===== src/rtl/ufm_arbiter.sv =====
// Three-requester round-robin arbiter in front of a single UFM_WB engine.
// Optional grant timeout with requester masking is enabled by defining UFM_ARB_TIMEOUT_EN.
module ufm_arbiter #(
  parameter logic [15:0] TIMEOUT = 16'd1024
) (
  input  logic        SYSCLK,
  input  logic        RESET,
  input  logic [2:0]  REQ,
  input  logic [8:0]  REQ_CMD,
  input  logic [2:0]  REQ_GO,
  input  logic [2:0]  REQ_MEM_CE,
  input  logic [2:0]  REQ_MEM_WE,
  input  logic [11:0] REQ_MEM_ADDR,
  input  logic [23:0] REQ_MEM_WR_DATA,
  output logic [2:0]  GNT,
  output logic [2:0]  REQ_BUSY,
  output logic [2:0]  REQ_ERR,
  output logic [2:0]  UFM_CMD,
  output logic        UFM_GO,
  output logic        UFM_MEM_CE,
  output logic        UFM_MEM_WE,
  output logic [3:0]  UFM_MEM_ADDR,
  output logic [7:0]  UFM_MEM_WR_DATA,
  input  logic        UFM_BUSY,
  input  logic        UFM_ERR,
  output logic        TIMEOUT_ERR
);

  localparam logic [1:0] ARB_IDLE    = 2'd0;
  localparam logic [1:0] ARB_GRANT   = 2'd1;
  localparam logic [1:0] ARB_RELEASE = 2'd2;

  logic [1:0] state;
  logic [2:0] gnt_q;
  logic [1:0] last_q;
  logic [2:0] eligible;
  logic [1:0] cand0, cand1, cand2;
  logic [1:0] pick_idx;
  logic [2:0] pick;
  logic       grant_now;
  logic       held;
  logic       tmo_hit;

  function automatic logic [1:0] inc3(input logic [1:0] i);
    return (i == 2'd2) ? 2'd0 : i + 2'd1;
  endfunction

  // Search order starts one past the last winner so every requester gets a turn.
  assign cand0 = inc3(last_q);
  assign cand1 = inc3(cand0);
  assign cand2 = inc3(cand1);

  always_comb begin
    if (eligible[cand0])      pick_idx = cand0;
    else if (eligible[cand1]) pick_idx = cand1;
    else                      pick_idx = cand2;
    pick = 3'b001 << pick_idx;
  end

  assign grant_now = (state == ARB_IDLE) && (|eligible) && !UFM_BUSY;
  assign held      = |(REQ & gnt_q);

`ifdef UFM_ARB_TIMEOUT_EN
  logic [15:0] tmo_cnt;
  logic [2:0]  mask_q;
  logic        tmo_err_q;

  assign eligible    = REQ & ~mask_q;
  assign tmo_hit     = (state == ARB_GRANT) && held && (tmo_cnt == TIMEOUT - 16'd1);
  assign TIMEOUT_ERR = tmo_err_q;

  always_ff @(posedge SYSCLK or posedge RESET) begin
    if (RESET) begin
      tmo_cnt   <= '0;
      mask_q    <= '0;
      tmo_err_q <= 1'b0;
    end else begin
      tmo_err_q <= tmo_hit;
      // A timed-out requester stays masked until it is seen to drop its request.
      mask_q    <= (mask_q & REQ) | (tmo_hit ? gnt_q : 3'b000);
      if (grant_now)                tmo_cnt <= '0;
      else if (state == ARB_GRANT)  tmo_cnt <= tmo_cnt + 16'd1;
    end
  end
`else
  logic unused_timeout;

  assign eligible       = REQ;
  assign tmo_hit        = 1'b0;
  assign TIMEOUT_ERR    = 1'b0;
  assign unused_timeout = ^TIMEOUT;
`endif

  // NOTE: sequential state uses non-blocking assignments so every register samples pre-edge values.
  always_ff @(posedge SYSCLK or posedge RESET) begin
    if (RESET) begin
      state  <= ARB_IDLE;
      gnt_q  <= '0;
      last_q <= 2'd2;
    end else begin
      case (state)
        ARB_IDLE: begin
          if (grant_now) begin
            gnt_q  <= pick;
            last_q <= pick_idx;
            state  <= ARB_GRANT;
          end
        end
        ARB_GRANT: begin
          if (!held || tmo_hit) begin
            gnt_q <= '0;
            state <= ARB_RELEASE;
          end
        end
        ARB_RELEASE: begin
          if (!UFM_BUSY) state <= ARB_IDLE;
        end
        default: begin
          gnt_q <= '0;
          state <= ARB_IDLE;
        end
      endcase
    end
  end

  // NOTE: every output gets its idle value first so this block can never infer a latch.
  always_comb begin
    UFM_CMD         = 3'b100;
    UFM_GO          = 1'b0;
    UFM_MEM_CE      = 1'b0;
    UFM_MEM_WE      = 1'b0;
    UFM_MEM_ADDR    = '0;
    UFM_MEM_WR_DATA = '0;
    for (int i = 0; i < 3; i++) begin
      if (gnt_q[i]) begin
        UFM_CMD         = REQ_CMD[3*i +: 3];
        UFM_GO          = REQ_GO[i];
        UFM_MEM_CE      = REQ_MEM_CE[i];
        UFM_MEM_WE      = REQ_MEM_WE[i];
        UFM_MEM_ADDR    = REQ_MEM_ADDR[4*i +: 4];
        UFM_MEM_WR_DATA = REQ_MEM_WR_DATA[8*i +: 8];
      end
    end
  end

  assign GNT      = gnt_q;
  assign REQ_BUSY = ~gnt_q | {3{UFM_BUSY}};
  assign REQ_ERR  = gnt_q & {3{UFM_ERR}};

endmodule


===== config.mk =====
export PLATFORM = sky130hd
export DESIGN_NAME = ufm_arbiter
export DESIGN_NICKNAME = d
export VERILOG_FILES = /design/src/rtl/ufm_arbiter.sv
export SDC_FILE = /design/constraint.sdc
export NUM_CORES = 1
export LEC_CHECK = 0
export CORE_UTILIZATION = 28
export DETAILED_ROUTE_END_ITERATION = 12
export PLACE_DENSITY = 0.85
export SYNTH_ARGS = -nofsm -noshare
export SYNTH_HDL_FRONTEND = slang
export SYNTH_SLANG_ARGS = --single-unit

===== constraint.sdc =====
create_clock -name SYSCLK -period 3.9 [get_ports SYSCLK]
set_clock_uncertainty 0.15 [all_clocks]
set_input_delay 0.78 -clock SYSCLK [delete_from_list [all_inputs] [get_ports SYSCLK]]
set_output_delay 0.78 -clock SYSCLK [all_outputs]
set_load 0.005 [all_outputs]

=== Word level (Yosys, flattened, before mapping) ===
Cells that the tools add are included.

* Divide/modulo/power cells: 0
* Reductions and logical operators: 9
* $lt $le $gt $ge: 2
* Shift operators: 1
* Add/subtract/negate cells: 3
* $mul: 0
* Bitwise operators: 5
* Equality and inequality tests: 8
* Mux-type cells: 34

{| class="wikitable"
|+ Operators with widths
! kind !! count
|-
| 8-bit 2-to-1 mux || 3
|-
| 2-bit 2-to-1 mux || 8
|-
| 3-bit 2-to-1 mux || 5
|-
| 4-bit 2-to-1 mux || 3
|-
| 1-bit 2-to-1 mux || 11
|-
| 3-bit case mux with 3 select lines || 1
|-
| 2-bit equality test, second input constant || 4
|-
| 2-bit by 1-bit adder with 2-bit output, second input constant || 3
|-
| 3-bit bitwise AND || 2
|-
| 2-bit by 3-bit < comparator with 1-bit output, second input constant || 2
|-
| 2-bit inequality test, second input constant || 3
|-
| 2-bit case mux with 3 select lines || 1
|-
| 3-bit AND reduction || 2
|-
| 3-bit OR reduction || 2
|-
| 1-bit binary-select mux with 2-bit select || 2
|-
| 3-bit NOT || 1
|-
| 3-bit bitwise OR || 1
|-
| 1-bit by 2-bit left shift with 3-bit output, first input constant || 1
|-
| 2-bit by 1-bit equality test with 1-bit output, second input constant || 1
|-
| 1-bit logical AND || 2
|-
| 2-bit zero test || 1
|-
| 2-bit AND reduction || 1
|-
| 1-bit zero test || 1
|-
| 1-bit NOT || 1
|}

* Bits in writable memories: 0
* Output and inout bits: 28
* Memories: 0
* Flip-flop bits (word level): 7
* Input bits: 61
* Memory bits (read-only): 0
* Bits in latches: 0

=== Logic depth before layout (Yosys ltp) ===
Gate-level depths: netlist (run 1).

* Depth after elaboration: 11
* Gate-level depth with buffers: 5

=== Worst setup path after synthesis (run 1) ===
Ideal clock, no wire load.

* Kind: input port to output port
* Start: in REQ_CMD[2]
* End: out UFM_CMD[2]
* Stages: 4
* Data arrival time: 1,152 ps
* Slack: 1,818 ps
* Cell sequence: inv_1 > a21oi_1 > a21oi_1 > o21ai_0

* Cells in the longest elaborated chain, start to end: 3

{| class="wikitable"
|+ Ends and longest elaborated chain
! element !! line !! source
|-
| start: declaration || 9 || <nowiki>input logic [8:0] REQ_CMD,</nowiki>
|-
| 3-bit 2-to-1 mux (3 in series) || 135 || <nowiki>if (gnt_q[i]) begin</nowiki>
|-
| end: declaration || 18 || <nowiki>output logic [2:0] UFM_CMD,</nowiki>
|}

Every way passes these cells.

=== Worst setup path after layout (run 1) ===
Ends and elaborated chain as after synthesis.

==> reports/metrics.csv, run 1 <==
metric;value;unit
status;finished, final reports clean;
wl_per_cell;13.3;µm
worst_ep_arrival_time;2.15;ns
timing.hold.worst.class;register to register;
internal_power;570;µW
count_of_buffer_and_inverter_cells_on_the_critical_path;3;
drt_iter0_markers;10;
cts_made_buffers;3;
largest_net_degree_at_the_start_of_global_routing;42;
ctsResizeCount;0;
routed_wirelength;2.95;mm
cp_top_family;buffers and inverters;
initial_core_util;29.7;%
routed.top_layer;met4;
worst_slew_pin_slew;1.07;ns
finalHoldViolations;0;
place_congestion;0.840;
criticalPathCategory;input port to output port;
drc;0;
synth_adder_area_share;0;%
p_comb_share;72.1;%
slew_headroom;28.6;%
vias;1104;
grt_antenna_before_repair;0;
design.portCount;89;
timing.critical_path.slowest_cell_delay;0.52;ns
post-layout-total-power;925;µW
seq_power_share;20.9;%
clk-insertion-delay-late;0.25;ns
timing.critical_path.from_type;input port;
floorplan.die.width;53.5;µm
synth_seq_area_share;23.8;%
leakage;0.000612;µW
critPathMaxFanout;1;
core.rowCount;18;
achievable-frequency;0.325;GHz
power-per-cell-area;560;nW/µm²
globalRouteTotalUtil;20.7;%
clock_sinks;7;
cts_setup_buffers;0;
tns;0;ns
ir_drop_worst_case_vdd;0.403;mV
syn_avg_cell_area;6.93;µm²
die-height;53.5;µm
synth_warnings;0;
synthesis.nets;168;
final_common_cell;sky130_fd_sc_hd__clkdlybuf4s50_1;
cp_data_required_time;2.97;ns
detail_route.wirelength.met1;1.08;mm
async_set_or_reset_flop_fraction_in_the_synthesized_netlist;100;%
number_of_synthesized_flops_with_an_enable_pin;0;
simple_gate_share_of_the_synthesized_area;26.0;%
place.detailed.hpwl;2.32;mm
synthesis.area;742;µm²
muxShareOfSynthArea;1.52;%
cts.root.buffer_cell;sky130_fd_sc_hd__clkbuf_4;
globalRouteOverflowTotal;0;
met3_wirelength;307;µm
detailedRoute.firstPassIterationCount;6;
compound_cell_area_share_of_the_yosys_netlist;40.8;%
num-nets-final;253;
final-setup-viol-count;0;
yosys_register_bits;7;
final_cell_mix;87 x sky130_fd_sc_hd__clkdlybuf4s50_1, 22 x sky130_fd_sc_hd__nand2_1, 19 x sky130_fd_sc_hd__o21ai_0;
grt_pass1_wl;4.37;mm
final_core_util;66.1;%
critPathCaptureType;output port;
tritoncts;done;
maxCapViolations;0;
die_ar;2860;µm²
cts.htree.levels;1;
netlist_instances;107;
switchingPower;355;µW
dr_wl_met2;1.54;mm
dominant_combinational_cell_family_by_area_after_synthesis;compound AO/OA/AOI/OAI gates;
path_cells;clkdlybuf4s50_1 -> inv_1 -> a21oi_1 -> a21oi_1 -> o21ai_0 -> clkdlybuf4s50_1;
proportion_of_total_power_due_to_net_switching;38.4;%
synth_xor_xnor_area_share;0;%
ant_nets;0;
viasPerCell;5.00;
drive_gt1_share;4.19;%
power.share.clock;7.0;%
final_max_slew_viol_count;0;
yosys.cell_types.count;27;
grt_pass1_vias;1041;
floorplan.core_area;2500;µm²
synthFlopType;sky130_fd_sc_hd__dfrtp_1;
min_period;3.08;ns
timing.critical_path.slowest_stage_cell;sky130_fd_sc_hd__clkdlybuf4s50_1;
hold_bufs_at_cts;0;
cts_max_path_buffers;2;
port-buffer-count;87;
finalCritPeriodShare;78.9;%
clkSlewWorstSetupHoldPaths;0.05;ns
fillerInstances;216;
insertedDiodeCount;0;
grt_setup_unrepaired;no;
layout-area-overhead-vs-synth;123;%
[cell usage after synthesis (all sizes together) (2+ instances only)]
cell     instances  area [µm²]
nand2           22        82.6
o21ai           20         100
a22oi           17         128
clkbuf           6        22.5
dfrtp            6         150
inv              4        15.0
nand2b           4        25.0
and2             3        18.8
buf              3        17.5
nor2             3        11.3
a21boi           2        15.0
a21oi            2        10.0
nand3b           2        15.0
o2bb2ai          2        17.5
[through the flow]
stage / instance area (µm²) / cells / hold WS (ns) / worst slack (ns)
after global placement: 1630 / 217 / 0.354 / 0.863
after CTS: 1650 / 221 / 0.379 / 0.825
final: 1650 / 221 / 0.376 / 0.822
after global routing: 1650 / 221 / 0.410 / 0.665
after detailed placement: 1630 / 217 / 0.368 / 0.831
after floorplan: 742 / 107 / 0.334 / 1.82
[power groups by stage]
stage / registers [µW] / clock network, µW / logic, µW
6_report: 193 / 64.9 / 666
5_1_grt: 205 / 72.5 / 738
4_1_cts: 194 / 68.9 / 671
3_5_place_dp: 195 / 0 / 669
3_3_place_gp: 190 / 0 / 653
2_1_floorplan: 146 / 0 / 309
[per-layer routing]
metal  up-vias  global-route usage, %
met5         -                      0
met4         0                   9.21
met3         2                   4.89
met2        55                   39.6
met1       495                   20.5
li1        552                      -
[state kept, by name, indices dropped and copies added, names as in the netlist]
name    cells
GNT         3
last_q      2
state       2
[logic make-up (layout without fill, tap and decap cells)]
logic type / count (synthesis) / after routing
buf+inv: 13 / 97
flops: 7 / 7
simple gates: 38 / 38
mux: 1 / 1
other cells: 1 / 1
compound gates: 47 / 47
[worst register-to-register path, stage by stage (launching register included)]
cell                       delay (ns)
sky130_fd_sc_hd__dfrtp_1         0.78
sky130_fd_sc_hd__a222oi_1        0.59
sky130_fd_sc_hd__o21a_1          0.17
sky130_fd_sc_hd__nor2_1          0.07
sky130_fd_sc_hd__a22o_1          0.26
[final timing paths]
path / start / to / slack [ns] / cells after the start
setup / recovery: REQ_CMD[2] / UFM_CMD[2] / 0.82 / 6
hold / removal: last_q[0] / last_q[0] / 0.38 / 1
hold reg to reg: last_q[0] / last_q[0] / 0.38 / 1
setup reg to reg: GNT[2] / GNT[1] / 1.77 / 4
max in group asynchronous: RESET / last_q[1] / 2.73 / 2
min in group asynchronous: RESET / GNT[0] / 0.60 / 2
[cell type report]
type / instances / area [µm²] / area share [%]
Clock buffer: 4 / 26.3 / 1.59
Inverter: 4 / 15.0 / 0.909
Multi-Input combinational cell: 87 / 510 / 30.9
Sequential cell: 7 / 176 / 10.7
Tap cell: 30 / 37.5 / 2.27
Timing Repair Buffer: 89 / 886 / 53.6
(Power assumes the default switching activity.)
==> run 2, diff against run 1 <==
--- a/config.mk
+++ b/config.mk
@@ -5,9 +5,9 @@
 export SDC_FILE = /design/constraint.sdc
 export NUM_CORES = 1
 export LEC_CHECK = 0
-export CORE_UTILIZATION = 28
+export CORE_UTILIZATION = 24
 export DETAILED_ROUTE_END_ITERATION = 12
-export PLACE_DENSITY = 0.85
+export PLACE_DENSITY = 0.77
 export SYNTH_ARGS = -nofsm -noshare
 export SYNTH_HDL_FRONTEND = slang
 export SYNTH_SLANG_ARGS = --single-unit
==> constraint.sdc (replaced) <==
create_clock -name SYSCLK -period 2.57 [get_ports SYSCLK]
set_clock_uncertainty 0.15 [all_clocks]
set_input_delay 0.514 -clock SYSCLK [delete_from_list [all_inputs] [get_ports SYSCLK]]
set_output_delay 0.514 -clock SYSCLK [all_outputs]
set_load 0.005 [all_outputs]
==> run 2 against run 1 <==
Global-route usage down 1.9 points. Clock-buffer cell count did not move. Setup slack got worse by 0.75 ns. Cell count up 2.3%. Sequential power is 12% higher. Combinational power is 76% higher. Non-clock buffer count grew 4. Sequential cell count unchanged. Critical endpoint unchanged. The run now ends with DRC left. Largest power group unchanged.
==> reports/metrics.csv, run 2 (synthesis gave the netlist of run 1 again) <==
metric;value;unit
timing.critical_path.from_type;input port;
grt_antenna_before_repair;0;
cts.root.buffer_cell;sky130_fd_sc_hd__clkbuf_4;
timing.critical_path.slowest_stage_cell;sky130_fd_sc_hd__clkdlybuf4s50_1;
die-height;57.6;µm
path_cells;clkdlybuf4s50_1 -> inv_1 -> a21oi_1 -> a21oi_1 -> o21ai_1 -> clkdlybuf4s50_1;
insertedDiodeCount;0;
vias;1143;
initial_core_util;26.0;%
grt_setup_unrepaired;no;
core.rowCount;19;
worst_slew_pin_slew;0.541;ns
ant_nets;0;
grt_pass1_vias;1121;
clk-insertion-delay-late;0.26;ns
largest_net_degree_at_the_start_of_global_routing;25;
detailedRoute.firstPassIterationCount;10;
maxCapViolations;0;
finalCritPeriodShare;97.1;%
flip_flop_count_of_the_largest_register_after_layout;3;
critPathCaptureType;output port;
clock_sinks;7;
min_period;2.49;ns
final_cell_mix;87 x sky130_fd_sc_hd__clkdlybuf4s50_1, 22 x sky130_fd_sc_hd__nand2_1, 17 x sky130_fd_sc_hd__a22oi_1;
achievable-frequency;0.401;GHz
cp_top_family;buffers and inverters;
finalHoldViolations;0;
cts_max_path_buffers;2;
clkSlewWorstSetupHoldPaths;0.05;ns
grt_pass1_wl;4.89;mm
drt_iter0_markers;95;
final_max_slew_viol_count;0;
criticalPathCategory;input port to output port;
wl_per_cell;13.5;µm
timing.critical_path.slowest_cell_delay;0.51;ns
leakage;0.000639;µW
num-nets-final;257;
timing.hold.worst.class;input port to asynchronous set/reset pin;
place_congestion;0.791;
tns;0;ns
cts.htree.levels;1;
floorplan.core_area;2850;µm²
critPathMaxFanout;1;
ir_drop_worst_case_vdd;0.516;mV
drc;8;
slew_headroom;64.0;%
cts_setup_buffers;0;
status;complete, but fails checks;
globalRouteTotalUtil;18.8;%
post-layout-total-power;1490;µW
count_of_buffer_and_inverter_cells_on_the_critical_path;3;
power-per-cell-area;873;nW/µm²
drive_gt1_share;6.67;%
fillerInstances;272;
viasPerCell;5.06;
design.portCount;89;
floorplan.die.width;57.6;µm
final_common_cell;sky130_fd_sc_hd__clkdlybuf4s50_1;
layout-area-overhead-vs-synth;129;%
failed_checks;DRC;
die_ar;3320;µm²
cp_data_required_time;1.91;ns
routed_wirelength;3.06;mm
place.detailed.hpwl;2.46;mm
globalRouteOverflowTotal;0;
worst_ep_arrival_time;1.83;ns
tritoncts;done;
final-setup-viol-count;0;
cts_made_buffers;3;
port-buffer-count;87;
## run 2: metrics by stage
stage	std cells	cell area, µm²	setup slack (ns)	hold WS (ns)	util [%]
after floorplan	107	742	0.759	0.167	-
final	226	1700	0.0753	0.329	59.6
after global routing	226	1700	0.0168	0.353	59.6
after global placement	222	1660	0.0775	0.351	58.1
after detailed placement	222	1660	0.0280	0.375	58.1
after CTS	226	1690	0.0183	0.333	59.2
## run 2: per-layer routing
metal  part of all wire (%)  global-route usage [%]
met1                     37                    20.5
met2                     51                    35.7
met3                     10                    4.31
met4                    1.4                    5.23
met5                      0                       0
## run 2: final timing paths
kind | from | to | slack (ns) | depth (start not counted)
setup / recovery | REQ_CMD[2] | UFM_CMD[2] | 0.08 | 6
hold / removal | RESET | GNT[1] | 0.33 | 2
setup reg to reg | GNT[1] | GNT[1] | 0.70 | 5
hold reg to reg | last_q[0] | last_q[0] | 0.38 | 1
max in group asynchronous | RESET | last_q[1] | 1.68 | 2
min in group SYSCLK | last_q[0] | last_q[0] | 0.38 | 1
## run 2: timing repair
item,CTS,global route
gates cloned,0,0
resized for setup,2,7
setup endpoints to repair,7,14
hold buffers,0,0
## run 2: final cells by class
class / instances / area (µm²) / area share [%]
Clock buffer: 4 / 26.3 / 1.54
Tap cell: 31 / 38.8 / 2.28
Sequential cell: 7 / 176 / 10.4
Inverter: 4 / 15.0 / 0.882
Timing Repair Buffer: 93 / 927 / 54.5
Multi-Input combinational cell: 87 / 518 / 30.4
## run 2: power breakdown
group | internal, µW | switching (µW)
Combinational | 693 | 474
Sequential | 166 | 51.0
Clock | 59.3 | 41.6
